==> src/rtl/fir_sink_pkg.sv <==
// Shared types and arithmetic for the FIR output sink: FSM states and the
// round-then-saturate step that narrows accumulator results to sample width.
package fir_sink_pkg;

    typedef enum logic {
        RUN  = 1'b0,
        DONE = 1'b1
    } state_t;

    localparam int DEF_IN_WIDTH   = 38;
    localparam int DEF_OUT_WIDTH  = 16;
    localparam int DEF_FRAC_SHIFT = 15;
    localparam int DEF_FIFO_DEPTH = 8;

    typedef struct packed {
        logic               sat;
        logic signed [63:0] value;
    } round_t;

    // Operands are carried in 64 bits so the rounding add can never wrap
    // for any accumulator width up to 62 bits.
    function automatic round_t round_sat(input logic signed [63:0] x,
                                         input logic signed [63:0] round_k,
                                         input int                 frac_shift,
                                         input logic signed [63:0] sat_hi,
                                         input logic signed [63:0] sat_lo);
        round_t             r;
        logic signed [63:0] shifted;
        shifted = (x + round_k) >>> frac_shift;
        r.sat   = 1'b0;
        r.value = shifted;
        if (shifted > sat_hi) begin
            r.value = sat_hi;
            r.sat   = 1'b1;
        end else if (shifted < sat_lo) begin
            r.value = sat_lo;
            r.sat   = 1'b1;
        end
        return r;
    endfunction

endpackage

==> src/rtl/sync_fifo.sv <==
// Synchronous FIFO with registered count/full/empty and a first-word-fall-
// through head: rd_data always shows the oldest entry while !empty.
module sync_fifo #(
    parameter int WIDTH = 16,
    parameter int DEPTH = 8
) (
    input  logic                       clkk,
    input  logic                       rst_n,
    input  logic                       push,
    input  logic [WIDTH-1:0]           wr_data,
    input  logic                       pop,
    output logic [WIDTH-1:0]           rd_data,
    output logic [$clog2(DEPTH):0]     count,
    output logic                       full,
    output logic                       empty
);

    localparam int AW = $clog2(DEPTH);
    localparam int CW = AW + 1;

    logic [WIDTH-1:0] mem [DEPTH];
    logic [AW-1:0]    wr_ptr;
    logic [AW-1:0]    rd_ptr;
    logic [CW-1:0]    count_next;

    // NOTE: every variable assigned in an always_comb gets a value on every path, so no latch is inferred.
    always_comb begin
        count_next = count;
        if (push && !pop)
            count_next = count + CW'(1);
        else if (pop && !push)
            count_next = count - CW'(1);
    end

    // NOTE: sequential state uses non-blocking assignments so every register samples pre-edge values.
    always_ff @(posedge clkk) begin
        if (!rst_n) begin
            wr_ptr <= '0;
            rd_ptr <= '0;
            count  <= '0;
            full   <= 1'b0;
            empty  <= 1'b1;
        end else begin
            if (push) wr_ptr <= wr_ptr + 1'b1;
            if (pop)  rd_ptr <= rd_ptr + 1'b1;
            count <= count_next;
            full  <= (count_next == CW'(DEPTH));
            empty <= (count_next == '0);
        end
    end

    // NOTE: the storage array is not reset; pointers and count alone define which words are live.
    always_ff @(posedge clkk) begin
        if (push) mem[wr_ptr] <= wr_data;
    end

    assign rd_data = mem[rd_ptr];

    a_no_push_full : assert property (@(posedge clkk) disable iff (!rst_n) !(push && full));
    a_no_pop_empty : assert property (@(posedge clkk) disable iff (!rst_n) !(pop && empty));

endmodule

==> src/rtl/fir_output_sink.sv <==
// Receiving end of the FIR sample interface: rounds/saturates each result,
// buffers it, drains it over valid/ready and tracks frame progress.
module fir_output_sink
    import fir_sink_pkg::*;
#(
    parameter int IN_WIDTH   = DEF_IN_WIDTH,
    parameter int OUT_WIDTH  = DEF_OUT_WIDTH,
    parameter int FRAC_SHIFT = DEF_FRAC_SHIFT,
    parameter int FIFO_DEPTH = DEF_FIFO_DEPTH,
    parameter int FRAME_LEN  = 221184,
    parameter int CNT_WIDTH  = 18
) (
    input  logic                 clkk,
    input  logic                 rst_n,
    input  logic                 out_valid_i,
    input  logic [IN_WIDTH-1:0]  fir_out_i,
    output logic                 accept_ready_o,
    output logic                 m_valid_o,
    output logic [OUT_WIDTH-1:0] m_data_o,
    input  logic                 m_ready_i,
    output logic [CNT_WIDTH-1:0] sample_cnt_o,
    output logic [CNT_WIDTH-1:0] drop_cnt_o,
    output logic                 overflow_o,
    output logic                 sat_o,
    output logic                 done_o,
    input  logic                 clr_i
);

    localparam int OCC_W = $clog2(FIFO_DEPTH) + 1;
    localparam logic signed [63:0] ROUND_K = 64'sd1 <<< (FRAC_SHIFT - 1);
    localparam logic signed [63:0] SAT_HI  = (64'sd1 <<< (OUT_WIDTH - 1)) - 64'sd1;
    localparam logic signed [63:0] SAT_LO  = -(64'sd1 <<< (OUT_WIDTH - 1));
    localparam logic [CNT_WIDTH-1:0] FRAME_LAST = CNT_WIDTH'(FRAME_LEN - 1);

    state_t               state;
    logic                 stage_valid;
    logic [OUT_WIDTH-1:0] stage_data;
    logic [OCC_W-1:0]     fifo_count;
    logic                 fifo_full;
    logic                 fifo_empty;
    logic [CNT_WIDTH-1:0] deliv_cnt;
    logic signed [63:0]   fir_ext;
    round_t               rnd;
    logic [OCC_W-1:0]     occ;
    logic [OCC_W-1:0]     occ_next;
    logic                 accept;
    logic                 drop;
    logic                 pop;
    logic                 frame_end;
    logic                 unused_bits;

    function automatic logic [CNT_WIDTH-1:0] bump(input logic [CNT_WIDTH-1:0] c,
                                                  input logic                 en);
        return (en && (c != '1)) ? c + 1'b1 : c;
    endfunction

    assign fir_ext     = 64'(signed'(fir_out_i));
    assign unused_bits = ^{rnd.value[63:OUT_WIDTH], fifo_full};

    // The drop test uses pre-pop occupancy, so a same-cycle pop never rescues a result.
    always_comb begin
        rnd       = round_sat(fir_ext, ROUND_K, FRAC_SHIFT, SAT_HI, SAT_LO);
        pop       = m_valid_o && m_ready_i;
        occ       = fifo_count + OCC_W'(stage_valid);
        accept    = out_valid_i && (state == RUN) && (occ < OCC_W'(FIFO_DEPTH));
        drop      = out_valid_i && !accept;
        occ_next  = occ + OCC_W'(accept) - OCC_W'(pop);
        frame_end = pop && !clr_i && (deliv_cnt == FRAME_LAST);
    end

    always_ff @(posedge clkk) begin
        if (!rst_n) begin
            state          <= RUN;
            stage_valid    <= 1'b0;
            accept_ready_o <= 1'b1;
            sample_cnt_o   <= '0;
            drop_cnt_o     <= '0;
            deliv_cnt      <= '0;
            overflow_o     <= 1'b0;
            sat_o          <= 1'b0;
            done_o         <= 1'b0;
        end else begin
            stage_valid    <= accept;
            accept_ready_o <= (occ_next < OCC_W'(FIFO_DEPTH - 1));
            sample_cnt_o   <= bump(clr_i ? '0 : sample_cnt_o, accept);
            drop_cnt_o     <= bump(clr_i ? '0 : drop_cnt_o, drop);
            deliv_cnt      <= bump(clr_i ? '0 : deliv_cnt, pop);
            overflow_o     <= (overflow_o && !clr_i) || drop;
            sat_o          <= (sat_o && !clr_i) || (accept && rnd.sat);
            case (state)
                RUN: begin
                    if (frame_end) begin
                        state  <= DONE;
                        done_o <= 1'b1;
                    end
                end
                DONE: begin
                    if (clr_i) begin
                        state  <= RUN;
                        done_o <= 1'b0;
                    end
                end
                default: begin
                    state  <= RUN;
                    done_o <= 1'b0;
                end
            endcase
        end
    end

    always_ff @(posedge clkk) begin
        if (accept) stage_data <= rnd.value[OUT_WIDTH-1:0];
    end

    sync_fifo #(
        .WIDTH (OUT_WIDTH),
        .DEPTH (FIFO_DEPTH)
    ) u_fifo (
        .clkk    (clkk),
        .rst_n   (rst_n),
        .push    (stage_valid),
        .wr_data (stage_data),
        .pop     (pop),
        .rd_data (m_data_o),
        .count   (fifo_count),
        .full    (fifo_full),
        .empty   (fifo_empty)
    );

    assign m_valid_o = !fifo_empty;

endmodule
==> config.mk <==
export PLATFORM = sky130hd
export DESIGN_NAME = fir_output_sink
export DESIGN_NICKNAME = d
export VERILOG_FILES = /design/src/rtl/fir_sink_pkg.sv /design/src/rtl/sync_fifo.sv /design/src/rtl/fir_output_sink.sv
export SDC_FILE = /design/constraint.sdc
export NUM_CORES = 1
export LEC_CHECK = 0
export ABC_AREA = 1
export BUFFER_PORTS_ARGS = -buffer_cell sky130_fd_sc_hd__buf_4
export CAP_MARGIN = 0
export CORE_MARGIN = 3
export CORE_UTILIZATION = 45
export DETAILED_ROUTE_END_ITERATION = 10
export HOLD_SLACK_MARGIN = 0.05
export PLACE_DENSITY = 0.73
export SYNTH_ARGS = -nofsm -noshare
export SYNTH_HDL_FRONTEND = slang
export SYNTH_SLANG_ARGS = --single-unit
==> constraint.sdc <==
create_clock -name clkk -period 5.85 [get_ports clkk]
set_input_delay 0.2925 -clock clkk [delete_from_list [all_inputs] [get_ports clkk]]
set_output_delay 0.2925 -clock clkk [all_outputs]
set_load 0.02 [all_outputs]
==> out/results.ini, run 1 <==
[die]
coreArea_um2 = 22800
start_util = 0.461
die_y_um = 159
io_pins = 100
rows = 55
die_w_um = 159
fp.dieArea_um2 = 25200

[layout]
syn_to_final_growth_pct = 15.7
drive_above_1_share = 0.147
antenna-diode-count = 0
nNetsFinal = 1317
layout_commonest_cell = nor2_1
finish.instance_area_um2 = 12100
mostFrequentLayoutCells = nor2_1, nand2_1, edfxtp_1, o21ai_0, buf_4
fill_cells = 2029

[min_path]
hp-start = out_valid_i
hp-class = primary input to register
min_to = overflow_o
hold_path_depth = 3

[logic_synthesis]
synthesis.nets = 1237
synth_edf_count = 144
synth_top_cell_by_area = edfxtp_1
synth_flop_cell = edfxtp_1
yosys_warnings = 0
synthArstFlopShare = 0
synthCells = 1179
avgSynthCellArea_um2 = 8.90
syn_area_um2 = 10500
synth.distinct_cells = 46
synth_area_leaders = edfxtp_1, dfxtp_1, nor2_1
synth_top_cell_area_share = 0.412
ys_seq_area_frac = 0.553
ys_ff_latch = 218

[power]
combPwrFrac = 0.213
p_switching_w = 0.00124
clkPwrFrac = 0.343
p_leak_nw = 4.35
sequentialPowerShare = 0.444
swShare = 0.300
internal_power_w = 0.00288
p_per_area_nw_per_um2 = 339
ir_worst_vdd_uv = 224

[global_routing]
grt_overflow = 0
grt_max_degree = 66
grt_pass1_vias = 7836
track_usage = 0.181
grt_pass1_wl_um = 38600
antenna_found_initial = 0

[critical_path]
timing.critical_path.mode_cell = buf_4
path_max_fanout = 65
crit_family = buffers and inverters
worstSetupEndpointType = output pin
r2r-start = stage_valid
worstPathArrival_ps = 3060
reg2reg_slack_ps = 2620
cpPeakStageDelay_ps = 520
crit_type = register to output pin
critical_path_buf_inv_count = 4
start_kind = register
reg2reg_to = sample_cnt_o[3]
r2r_cells = 10
crit_path_cell_trace = buf_4, clkinv_1, buf_4, o21ai_0, o22ai_1, nor2_1, a31oi_1, buf_4
cp_slowest_cell = clkinv_1
critPathRequiredTime_ps = 5560

[drt]
drc_errors = 0
wl_um = 23500
vias_per_cell = 5.09
detail_route.iter0.violations = 610
firstDrtPassIters = 6
num_vias = 8092
ant_nets = 0
drt-wirelength-per-cell_um = 14.8

[clock_tree]
clockBufferDepth = 3
cts_tree = done
cts_inserted_buffers = 23
clkTransAtPathRegs_ps = 60
clock_latency_ps = 510
htree_levels = 1
postCtsHoldBufs = 0
root_buffer = clkbuf_16
cts_sinks = 218
cts_setup_buffers = 0
cts-resized-gates = 0

[sta]
tightest_slew_ps = 1140
fmax_ghz = 0.298
maxSlewHeadroom = 0.237
setup_total_negative_slack_ps = 0
slew_violations = 0
setup_violations = 0
min_period_ps = 3350
rsz0062_at_grt = no
hold_viol = 0
skew_ps = 7.74
period_share = 0.573

[job]
cap_violations = 0

[placement]
portBuffers = 85
placed_cell_area_um2 = 11400
place.gp.congestion = 0.874
dp_hpwl_um = 15300

[outcome]
run_status = finished, final reports clean

flip-flops by register name, summed over array words and instances (netlist names), 3 cells and up, named ones only:
| name | count |
|---|---|
| deliv_cnt | 18 |
| u_fifo.rd_ptr | 3 |
| u_fifo.wr_ptr | 3 |
| sample_cnt_o | 18 |
| drop_cnt_o | 18 |
| u_fifo.mem | 128 |
| stage_data | 16 |
| u_fifo.count | 4 |
worst register-to-register path: cells and delay by family, from the launching register on:
| family | cells | cell delay [ps] |
|---|---|---|
| xor gates and xnor gates | 1 | 250 |
| AOI/OAI and AO/OA | 2 | 220 |
| and+or+nand+nor | 4 | 1060 |
| adders and majority gates | 1 | 220 |
| DFF | 1 | 460 |
| buffers and inverters | 2 | 930 |
power groups by stage:
| stage | clock network (W) | registers, W | logic [W] |
|---|---|---|---|
| 6_report | 0.00141 | 0.00183 | 0.000876 |
| 5_1_grt | 0.00150 | 0.00184 | 0.000988 |
| 4_1_cts | 0.00144 | 0.00183 | 0.000880 |
| 3_5_place_dp | 0 | 0.00186 | 0.000874 |
| 3_3_place_gp | 0 | 0.00186 | 0.000857 |
| 2_1_floorplan | 0 | 0.00185 | 0.000601 |
Yosys cell counts, drive strengths merged (17+ instances only):
master and count:
inv 104, o22ai 17, edfxtp 144, clkbuf 27
nand3 39, xor2 23, nor2 246, o21ai 114
dfxtp 74, a21oi 48, nor3 30, nand2 205
cell type report:
cell class	instances	area, um^2	area share
Clock buffer	33	643	0.0530
Clock inverter	9	92.6	0.00762
Inverter	106	400	0.0330
Multi-Input combinational cell	812	4080	0.336
Sequential cell	218	5810	0.478
Tap cell	313	392	0.0322
Timing Repair Buffer	98	736	0.0606
worst max path at each step:
| stage | from | to | slack (ps) | cells past startpoint |
|---|---|---|---|---|
| global placement | stage_valid | sample_cnt_o[3] | 2700 | 10 |
| CTS | register | m_data_o[13] | 2530 | 8 |
| finish | register | m_data_o[13] | 2500 | 8 |
| floorplan | u_fifo.count[0] | accept_ready_o | 3410 | 13 |
| detailed placement | stage_valid | sample_cnt_o[3] | 2640 | 10 |
| global route | stage_valid | sample_cnt_o[3] | 2230 | 10 |
kinds of logic (layout without fill, tap and decap cells):
| group | Yosys count | count (layout) | synth area share |
|---|---|---|---|
| xor gates and xnor gates | 39 | 39 | 0.0325 |
| and+or+nand+nor | 559 | 559 | 0.236 |
| DFF | 218 | 218 | 0.553 |
| buffers and inverters | 149 | 246 | 0.0584 |
| AOI/OAI and AO/OA | 199 | 199 | 0.101 |
| adders and majority gates | 15 | 15 | 0.0186 |
layer usage:
metal / GRT usage / wire [um] / vias to the layer above
li1: - / - / 4122
met1: 0.236 / 10500 / 3745
met2: 0.311 / 11200 / 187
met3: 0.0381 / 1370 / 38
met4: 0.0438 / 429 / 0
met5: 0 / 0 / -
per-stage QoR:
| step | utilization | total power, W | instances | hold slack (ps) | worst slack (ps) |
|---|---|---|---|---|---|
| global placement | 0.501 | 0.00271 | 1547 | 448 | 2700 |
| global route | 0.533 | 0.00432 | 1589 | 103 | 2230 |
| CTS | 0.533 | 0.00414 | 1589 | 77.3 | 2530 |
| finish | 0.533 | 0.00412 | 1589 | 92.2 | 2500 |
| detailed placement | 0.501 | 0.00273 | 1547 | 460 | 2640 |
| floorplan | - | 0.00245 | 1179 | 433 | 3410 |
Power figures use the tool's default switching activity.
==> run 2: changes to the inputs <==
--- a/config.mk
+++ b/config.mk
@@ -5,14 +5,14 @@
 export SDC_FILE = /design/constraint.sdc
 export NUM_CORES = 1
 export LEC_CHECK = 0
-export ABC_AREA = 1
+export ABC_AREA = 0
 export BUFFER_PORTS_ARGS = -buffer_cell sky130_fd_sc_hd__buf_4
 export CAP_MARGIN = 0
 export CORE_MARGIN = 3
 export CORE_UTILIZATION = 45
 export DETAILED_ROUTE_END_ITERATION = 10
 export HOLD_SLACK_MARGIN = 0.05
-export PLACE_DENSITY = 0.73
+export PLACE_DENSITY = 0.76
 export SYNTH_ARGS = -nofsm -noshare
 export SYNTH_HDL_FRONTEND = slang
 export SYNTH_SLANG_ARGS = --single-unit
==> constraint.sdc (replaced) <==
create_clock -name clkk -period 2.95 [get_ports clkk]
set_input_delay 0.1475 -clock clkk [delete_from_list [all_inputs] [get_ports clkk]]
set_output_delay 0.1475 -clock clkk [all_outputs]
set_load 0.02 [all_outputs]
==> run 2 against run 1 <==
  * Sequential cell count did not move
  * Synthesized cell count shrank 38%
  * First-iteration DRC count fell by 52%
  * Setup slack worse by 2200 ps
  * Core utilization rose by 2.1 points
  * Die area fell by 8.2%
  * Cell count down 29%
  * Non-clock buffer count is 16 higher
  * Register-to-register slack worse by 2300 ps
  * Via count fell by 25%
  * Final area shrank 5.8%
  * Clock power rose by 91%
  * Largest cell class unchanged
==> out/results.ini, run 2 <==
[global_routing]
grt_pass1_vias = 6051  ; -23%
grt_max_degree = 35  ; -47%
antenna_found_initial = 0  ; unchanged
grt_overflow = 0  ; unchanged
track_usage = 0.171  ; -0.0104
grt_pass1_wl_um = 32600  ; -15%

[logic_synthesis]
synth_edf_count = 144  ; unchanged
synth_top_cell_by_area = edfxtp_1
ys_seq_area_frac = 0.604  ; +0.0512
synth_flop_cell = edfxtp_1
avgSynthCellArea_um2 = 13.2  ; +48%
synth_most_common_cell = edfxtp_1
synth_area_leaders = edfxtp_1, dfxtp_1, mux4_2
synth_top_cell_area_share = 0.450  ; +0.0381
synthArstFlopShare = 0  ; unchanged
synth.distinct_cells = 64  ; +39%
ys_ff_latch = 218  ; unchanged
ys_top_cells_by_count = edfxtp_1, nor2_1, dfxtp_1
synthCells = 730  ; -38%
yosys_warnings = 0  ; unchanged
synthesis.nets = 788  ; -36%
syn_area_um2 = 9610  ; -8.5%

[placement]
place.gp.congestion = 0.794  ; -9.2%
portBuffers = 85  ; unchanged
dp_hpwl_um = 13000  ; -15%

[drt]
ant_nets = 0  ; unchanged
drt-wirelength-per-cell_um = 17.8  ; +21%
vias_per_cell = 5.38  ; +5.7%
detail_route.iter0.violations = 294  ; -52%
num_vias = 6065  ; -25%
wl_um = 20100  ; -14%
drc_errors = 0  ; unchanged
firstDrtPassIters = 4  ; -2

[critical_path]
cpPeakStageDelay_ps = 380  ; -140 ps
r2r_cells = 13  ; +3
cp_slowest_cell = dfxtp_2
crit_path_cell_trace = ha_1, nand3_1, xor2_1, and3_1, inv_1, ha_1, inv_1, ha_1, inv_1, fa_1, xor2_1, nor3b_1, o21ai_0
critPathRequiredTime_ps = 3330  ; -2230 ps
path_max_fanout = 6  ; -91%
worstPathArrival_ps = 3060  ; about the same
crit_type = register to register
worstSetupEndpointType = register
start_kind = register

[power]
ir_worst_vdd_uv = 420  ; +87%
p_per_area_nw_per_um2 = 659  ; +94%
p_leak_nw = 3.87  ; -11%

[outcome]
run_status = finished, final reports clean

[die]
die_y_um = 152  ; -4.2%
fp.dieArea_um2 = 23100  ; -8.2%
io_pins = 100  ; unchanged
coreArea_um2 = 20600  ; -9.5%
rows = 52  ; -5.5%
start_util = 0.466  ; +0.00503
die_w_um = 152  ; -4.2%

[clock_tree]
cts_tree = done
clkTransAtPathRegs_ps = 60  ; about the same
cts_sinks = 218  ; unchanged
cts_setup_buffers = 0  ; unchanged
htree_levels = 1  ; unchanged
clock_latency_ps = 510  ; about the same
root_buffer = clkbuf_16
clockBufferDepth = 3  ; unchanged
cts_inserted_buffers = 22  ; -4.3%

[sta]
setup_total_negative_slack_ps = 0  ; unchanged
period_share = 0.908
fmax_ghz = 0.373
slew_violations = 0  ; unchanged
skew_ps = 16.3  ; +8.61 ps
maxSlewHeadroom = 0.204  ; -0.0338
min_period_ps = 2680
setup_violations = 0  ; unchanged
tightest_slew_ps = 1190  ; +46.4 ps
rsz0062_at_grt = no
hold_viol = 0  ; unchanged

[layout]
final_util = 0.555  ; +0.0214
layout_commonest_cell = edfxtp_1
largest_register_ffs = 128  ; unchanged
largest_register = u_fifo.mem
mostFrequentLayoutCells = edfxtp_1, buf_4, nor2_1, dfxtp_1, xnor2_1
regArea_um2 = 5810  ; about the same
nNetsFinal = 899  ; -32%
fill_cells = 1633  ; -20%
multi_input_area_um2 = 3620  ; -11%
drive_above_1_share = 0.235  ; +0.0872
syn_to_final_growth_pct = 19.1
antenna-diode-count = 0  ; unchanged

[min_path]
hold_path_depth = 3  ; unchanged
hp-class = primary input to register

[job]
cap_violations = 0  ; unchanged

## run 2: cell types whose count changed in the layout (fill, tap and decap cells not counted), moves of 16 or more
cell | before | now
nor2b_1 | 0 | 17
mux2_2 | 0 | 16
mux4_2 | 0 | 32
nand2_1 | 193 | 34
a21oi_1 | 47 | 6
nand2b_1 | 0 | 16
inv_1 | 95 | 18
o21ai_0 | 100 | 8
xnor2_1 | 16 | 44
nor2_1 | 229 | 80
## run 2: kinds of logic after synthesis
family | after synthesis | share of synthesized area
multiplexers | 52 | 0.0980
AND/OR/NAND/NOR | 269 | 0.151
flip-flops | 218 | 0.604
AO/OA/AOI/OAI | 48 | 0.0324
XOR/XNOR | 82 | 0.0748
adder cells (fa/ha/maj) | 15 | 0.0203
buffers and inverters | 46 | 0.0194
## run 2: stage by stage
stage / power [W] / worst slack (ps) / cell area, um^2 / instances / hold WS, ps
global route: 0.00786 / 24.0 / 11400 / 1127 / 71.6
detailed placement: 0.00490 / 194 / 10600 / 1076 / 395
floorplan: 0.00448 / 227 / 9610 / 730 / 224
global placement: 0.00487 / 264 / 10600 / 1076 / 384
CTS: 0.00760 / 173 / 11400 / 1127 / 50.5
finish: 0.00753 / 272 / 11400 / 1127 / 64.9
## run 2: final cells by class
class / count / share of cell area
clock buffer: 27 / 0.0498
tap: 270 / 0.0295
clock inverter: 13 / 0.0116
inverter: 19 / 0.00623
timing repair buffer: 114 / 0.0783
multi-input combinational: 466 / 0.317
sequential: 218 / 0.508
## run 2: worst paths after layout
check	from	end	slack, ps
worst max-delay path	u_fifo.count[0]	accept_ready_o	270
worst min register to register	sat_o	sat_o	480
worst max register to register	u_fifo.count[0]	accept_ready_o	270
worst min-delay path	fir_out_i[18]	stage_data[3]	60
## run 2: worst max-delay path, delay by kind of cell, from the launching register on
kind | cells | cell delay, ps
DFF | 1 | 380
and+or+nand+nor | 3 | 510
xor gates and xnor gates | 2 | 360
buffers and inverters | 3 | 200
AOI/OAI and AO/OA | 1 | 100
adders and majority gates | 4 | 1000
## run 2: timing repair
| action | in CTS | in global routing |
|---|---|---|
| hold buffers | 11 | 0 |
| endpoints found under the setup margin | 0 | 1 |
| hold endpoints to repair | 16 | 0 |
| gates resized for setup | 0 | 1 |
## run 2: report_power, final
part,internal (W),switching [W],leakage (nW)
clock network,0.00156,0.00113,0.331
logic,0.000629,0.000620,1.64
registers,0.00344,0.000154,1.90
total,0.00562,0.00191,3.87
## run 2: metal layers
layer | vias up | share of wire | global-route usage
met2 | 157 | 0.48 | 0.286
met3 | 30 | 0.062 | 0.0410
met5 | - | 0 | 0
met4 | 0 | 0.022 | 0.0415
met1 | 2956 | 0.43 | 0.228
li1 | 2922 | - | -
